File: src/rtl/led_bounce_monitor.sv
// led_bounce_monitor: decodes and verifies a bouncing one-hot LED bus; LED_MON_ERRCNT_EN adds a saturating error counter
module led_bounce_monitor #(
  parameter int WIDTH      = 8,
  parameter int LOCK_COUNT = 4,
  parameter int CNT_W      = 8
) (
  input  logic                     clk,
  input  logic                     reset,
  input  logic                     en,
  input  logic [WIDTH-1:0]         led_in,
  output logic [$clog2(WIDTH)-1:0] pos,
  output logic                     dir,
  output logic                     locked,
  output logic                     err,
  output logic [CNT_W-1:0]         err_cnt
);
  localparam int PW = $clog2(WIDTH);
  typedef enum logic [1:0] {ACQ, DIR, TRACK} state_t;
  state_t        r_state;
  logic [PW-1:0] r_pos;
  logic          r_dir, r_locked, r_err;
  logic [3:0]    r_good;
  logic [PW-1:0] w_idx, w_exp;
  logic          w_valid, w_adj, w_atend, w_match;
  logic [3:0]    w_good_n;
  function automatic logic end_dir(input logic [PW-1:0] p, input logic d);
    return p == PW'(WIDTH-1) ? 1'b0 : p == '0 ? 1'b1 : d;
  endfunction
  always_comb begin
    w_idx = '0;
    for (int i = 0; i < WIDTH; i++)
      if (led_in[i]) w_idx = PW'(i);
  end
  assign w_valid  = led_in != '0 && (led_in & (led_in - WIDTH'(1))) == '0;
  assign w_exp    = r_dir ? r_pos + PW'(1) : r_pos - PW'(1);
  assign w_adj    = {1'b0, w_idx} == {1'b0, r_pos} + (PW+1)'(1) || {1'b0, r_pos} == {1'b0, w_idx} + (PW+1)'(1);
  assign w_atend  = w_idx == '0 || w_idx == PW'(WIDTH-1);
  assign w_match  = w_valid && w_idx == w_exp;
  assign w_good_n = r_good >= 4'(LOCK_COUNT) ? 4'(LOCK_COUNT) : r_good + 4'd1;
  always_ff @(posedge clk) begin
    if (reset) begin
      r_state  <= ACQ;
      r_pos    <= '0;
      r_dir    <= 1'b1;
      r_locked <= 1'b0;
      r_err    <= 1'b0;
      r_good   <= '0;
    end else begin
      r_err <= 1'b0;
      if (en) begin
        case (r_state)
          ACQ: if (w_valid) begin
            r_pos <= w_idx;
            if (w_atend) begin
              r_dir   <= end_dir(w_idx, r_dir);
              r_good  <= '0;
              r_state <= TRACK;
            end else r_state <= DIR;
          end
          DIR: if (!w_valid) r_state <= ACQ;
          else begin
            r_pos <= w_idx;
            if (w_adj) begin
              r_dir    <= end_dir(w_idx, w_idx > r_pos);
              r_good   <= 4'd1;
              r_state  <= TRACK;
              r_locked <= LOCK_COUNT <= 1;
            end
          end
          default: if (w_match) begin
            r_pos    <= w_idx;
            r_dir    <= end_dir(w_idx, r_dir);
            r_good   <= w_good_n;
            r_locked <= w_good_n >= 4'(LOCK_COUNT);
          end else begin
            r_err    <= 1'b1;
            r_good   <= '0;
            r_locked <= 1'b0;
            r_state  <= w_valid ? DIR : ACQ;
            if (w_valid) r_pos <= w_idx;
          end
        endcase
      end
    end
  end
  assign pos    = r_pos;
  assign dir    = r_dir;
  assign locked = r_locked;
  assign err    = r_err;
`ifdef LED_MON_ERRCNT_EN
  logic [CNT_W-1:0] r_err_cnt;
  always_ff @(posedge clk) begin
    if (reset) r_err_cnt <= '0;
    else if (en && r_state == TRACK && !w_match && !(&r_err_cnt)) r_err_cnt <= r_err_cnt + CNT_W'(1);
  end
  assign err_cnt = r_err_cnt;
`else
  assign err_cnt = '0;
`endif
endmodule

File: config.mk
export PLATFORM = sky130hd
export DESIGN_NAME = led_bounce_monitor
export DESIGN_NICKNAME = d
export VERILOG_FILES = /design/src/rtl/led_bounce_monitor.sv
export SDC_FILE = /design/constraint.sdc
export NUM_CORES = 1
export LEC_CHECK = 0
export CELL_PAD_IN_SITES_DETAIL_PLACEMENT = 0
export CELL_PAD_IN_SITES_GLOBAL_PLACEMENT = 1
export CORE_AREA = 2 2 49 74
export DETAILED_ROUTE_END_ITERATION = 10
export DIE_AREA = 0 0 51 76
export PLACE_DENSITY_LB_ADDON = 0.12
export REMOVE_ABC_BUFFERS = 1
export SKIP_LAST_GASP = 1
export SYNTH_ARGS = -nofsm -noshare
export SYNTH_HDL_FRONTEND = slang
export SYNTH_SLANG_ARGS = --single-unit
File: constraint.sdc
create_clock -name clk -period 4 [get_ports clk]
set_input_delay 1.2 -clock clk [delete_from_list [all_inputs] [get_ports clk]]
set_output_delay 1.2 -clock clk [all_outputs]
set_load 0.005 [all_outputs]
-- Yosys cells after proc, flatten, opt, wreduce, memory -nomap -nowiden
Cells that the tools add are included.
- output and inout port bits: 14
- input bits: 11
- bits in registers: 12
- eq/ne operators: 11
- bitwise logic cells: 3
- reductions and logical operators: 15
- mux-type cells: 40
- add/sub/neg operators: 6
- $lt $le $gt $ge: 3
- operators with widths (operator ; count):
    3-bit two-way mux ; 10
    4-bit two-way mux ; 6
    1-bit two-way mux ; 15
    2-bit two-way mux ; 5
    3-bit by 1-bit adder with 4-bit output (second input constant) ; 2
    8-bit AND ; 1
    3-bit by 4-bit equality test with 1-bit output ; 2
    4-bit by 3-bit >= comparator with 1-bit output (second input constant) ; 2
    8-bit zero test ; 1
    2-bit inequality test (second input constant) ; 4
    4-bit one-hot mux with 2 select lines ; 1
    4-bit AND reduction ; 2
    8-bit nonzero test ; 1
    8-bit by 1-bit subtractor with 8-bit output (second input constant) ; 1
    6-bit AND reduction ; 1
    5-bit AND reduction ; 1
    4-bit by 1-bit adder with 4-bit output (second input constant) ; 1
    1-bit one-hot mux with 2 select lines ; 2
    2-bit one-hot mux with 2 select lines ; 1
    4-bit OR reduction ; 1
    3-bit by 1-bit adder with 3-bit output (second input constant) ; 1
    3-bit equality test ; 1
    3-bit equality test (second input constant) ; 1
    3-bit > comparator ; 1
    other kinds (11) ; 14

-- Depth between registers and ports, before layout
- depth after elaboration: 13
- depth in mapped cells: 14

-- Worst setup path after synthesis
OpenSTA, ideal clock, no wires.
- path type: input to register
- from: input led_in[2]
- to: register r_dir, in the netlist dir
- buffers on the path: 0
- slack: 0.467 ns
- stages: 14
- arrival time: 3.459 ns
- library setup time: 0.073 ns
- cells stage by stage: inv_1 a21oi_1 nor2_1 nor2_1 o21bai_1 ha_1 ha_1 xor2_1 or4_1 nand2_1 a21oi_4 nor3_2 mux2_4 o211ai_2
- word-level cells in the longest chain between the ends: 12
- RTL lines (element ; line ; source):
    from (decl) ; 10 ; input logic [WIDTH-1:0] led_in,
    3-bit two-way mux (6 in series) ; 32 ; if (led_in[i]) w_idx = PW'(i);
    3-bit > comparator or 3-bit zero test (tied branches) ; 64, 27, 37 ;
    1-bit two-way mux, on equally long branches ; - ;
    1-bit two-way mux ; 27 ; return p == PW'(WIDTH-1) ? 1'b0 : p == '0 ? 1'b1 : d;
    1-bit two-way mux, on equally long branches ; 63, 54 ;
    1-bit two-way mux, on equally long branches ; 60, 52 ;
    1-bit one-hot mux with 2 select lines ; 51 ; case (r_state)
    to (signal assigned) ; 55 ; r_dir <= end_dir(w_idx, r_dir);
    to (signal assigned) ; 64 ; r_dir <= end_dir(w_idx, w_idx > r_pos);
    to (signal assigned) ; 72 ; r_dir <= end_dir(w_idx, r_dir);
    to (decl) ; 21 ; logic r_dir, r_locked, r_err;
Several ways; a longest one is shown, not always the timed one. The select of a mux whose other input is x is not followed.
A chain may end at the register's enable or synchronous reset.

-- Worst setup path in the final report
Ends and elaborated chain as after synthesis.

==> run metrics <==
total CTS buffers 3; DRT antenna net count 0; Synth Cell Area 0.00115 mm²; Routed WL 2730 µm; largest net degree at the start of global routing 14; Cell Rows 26; Placed Instance Area 0.00144 mm²; Post-synth top flop dfxtp_1; post-synth top area share 20.9%; Detailed Route Iter0 Violations 11; post-DP HPWL 2260 µm; Design Area, Final 0.00150 mm²; post-synthesis cell type count 50; CP max stage delay 490 ps; Post-CTS Resized 0; Setup Buffers After CTS 0; die area 0.00388 mm²; critical path type in2reg; CORE AREA 0.00329 mm²; EDFF count, synth 0; # H-tree levels 1; I/O Buffers 16; R2R Setup Slk 1590 ps; worst setup margin 211 ps; area leader, netlist dfxtp_1; max-cap violations 0; share of cells above drive strength 1 20.8%; leakage power 0.604 nW; 1st-pass router iterations 6; first-pass GRT wire length 4770 µm; RSZ-0062 raised after global routing no; Final GP Congestion 0.798; Die Y 76 µm; initial antenna violation count 0; Peak VDD IR 0.117 mV; Worst-Skew Late Latency 240 ps; Avg Cell Area, Syn 8.44 µm²; highest clock rate 264 MHz; Post-Route Utilization 45.7%; CP Max Fanout 4; total grt overflow 0; TritonCTS clock tree done; CP endpoint kind register; final hold violations 0; P&R area growth vs syn 30.9%; Root Driver clkbuf_8; hold_buf cts 0; critical path's slowest cell or4_4; clock skew 1.65 ps; gate family responsible for the most delay along the worst path simple AND/OR/NAND/NOR gates; vias per inst 5.05; # diodes 0; critical path cell sequence clkdlybuf4s50_1, inv_1, a21oi_1, nor2_1, nor2_1, o21bai_1, ha_1, ha_1, xor2_1, or4_4, nand2_2, a21oi_4, nor3_4, mux2_4, o211ai_2; clock slew at reported path FFs 50 ps; CP Data Required Time 4160 ps; starting density of the core 34.9%; nature of the critical path startpoint input port; Slew headroom 63.7%; Die X 51 µm; Slew @ Worst Pin 543 ps; P per Cell Area 208 mW/mm²; Crit path buffers/inverters 2; Final min period 3790 ps; vias in the first global route 1075; Cells after Synth 136; deepest clock path buffer count 2; FF+latch count, synth 12; worst hold path class reg2reg; Max Slew Vio Count 0; Final Setup Violations 0; synth warn 0; Nets 190; DR WL/cell 13.0 µm; Area contributors post-synth dfxtp_1 21%, ha_1 8.7%, nor2_1 6.2%; fin crit share 94.7%; GRT Util Overall 15.6%; clock sinks 12; ys async rst share 0%; vias 1061; status finished, final reports clean; Seq/Total Area, Yosys 20.9%; drc violations 0; worst slack, placed -130 ps; num ports 25; crit path DAT 3950 ps
[metrics by stage]
step                      power [mW]  cells  setup TNS [ps]  hold slack (ps)
after global placement         0.202    207            -179              444
after global routing           0.331    210               0              482
after floorplan                0.162    131               0              430
after CTS                      0.316    210               0              468
after detailed placement       0.202    207            -284              460
final                          0.313    210               0              464
[kinds of logic after synthesis]
family | count (synthesis) | share of synthesized area, %
AND/OR/NAND/NOR | 44 | 20.1
AO/OA/AOI/OAI | 41 | 29.6
buffers and inverters | 20 | 10.0
flip-flops | 12 | 20.9
adder cells (fa/ha/maj) | 9 | 10.5
XOR/XNOR | 8 | 7.31
other | 1 | 0.327
multiplexers | 1 | 1.31
[routing by layer]
metal	global-route usage (%)	wire length [µm]
met4	6.22	39
met1	18.7	1180
met5	0	0
met3	2.35	62
met2	27.1	1450
[synthesized netlist by cell type (2+ instances only)]
| cell type | count |
|---|---|
| dfxtp_1 | 12 |
| xnor2_1 | 5 |
| nand3_1 | 2 |
| inv_1 | 7 |
| buf_4 | 8 |
| a211oi_1 | 4 |
| nor3_1 | 3 |
| a311oi_2 | 2 |
| nor2b_1 | 2 |
| o21bai_1 | 2 |
| nand2b_1 | 3 |
| ha_1 | 8 |
| a31oi_1 | 4 |
| o31a_1 | 3 |
| nand2_1 | 8 |
| a21oi_1 | 6 |
| and3_1 | 2 |
| clkbuf_1 | 2 |
| nor2_1 | 19 |
| o21ai_1 | 3 |
| xor2_1 | 2 |
[report_power, final]
part	switching, mW	internal, mW	total [mW]
Sequential	0.00190	0.121	0.123
Clock	0.0444	0.0664	0.111
Combinational	0.0407	0.0390	0.0797
Total	0.0869	0.226	0.313
[placed cells by master, fill, tap and decap left out, types with 2 or more instances in the layout]
cell type        count
o31ai_4              2
xor2_1               2
a21oi_1              6
nand2_1              7
ha_1                 8
buf_4               18
xnor2_1              5
o31a_1               3
inv_1                7
nand2b_1             3
and3_1               2
a211oi_1             4
o21bai_1             2
conb_1               8
o21ai_1              3
a311oi_2             2
nor3_1               3
clkdlybuf4s50_1     16
nor2_1              19
nand3_1              2
a31oi_1              4
nor2b_1              2
clkbuf_8             3
dfxtp_1             12
[worst register-to-register path: stages (launching register included)]
cell,delay (ps)
dfxtp_1,420
inv_1,120
fa_1,430
xnor3_1,200
xnor2_1,150
nand2b_1,90
and4bb_2,400
and3_1,210
nand2b_1,80
a311oi_2,220
[path summary, 6_finish.rpt]
kind | endpoint | from | cells past startpoint
max | dir$_SDFFE_PP1P_ | led_in[2] | 15
min | r_good[1]$_SDFFE_PP0P_ | r_good[1]$_SDFFE_PP0P_ | 2
max reg2reg | r_good[0]$_SDFFE_PP0P_ | register | 9
min reg2reg | r_good[1]$_SDFFE_PP0P_ | r_good[1]$_SDFFE_PP0P_ | 2
[cell type report]
cell class | instances | area, µm²
clock buffer | 3 | 41.3
fill | 323 | 1780
tap | 42 | 52.6
inverter | 8 | 32.5
sequential | 12 | 240
multi-input combinational | 111 | 840
timing repair buffer | 34 | 295
Note: power is estimated with default switching activity, not from simulation.
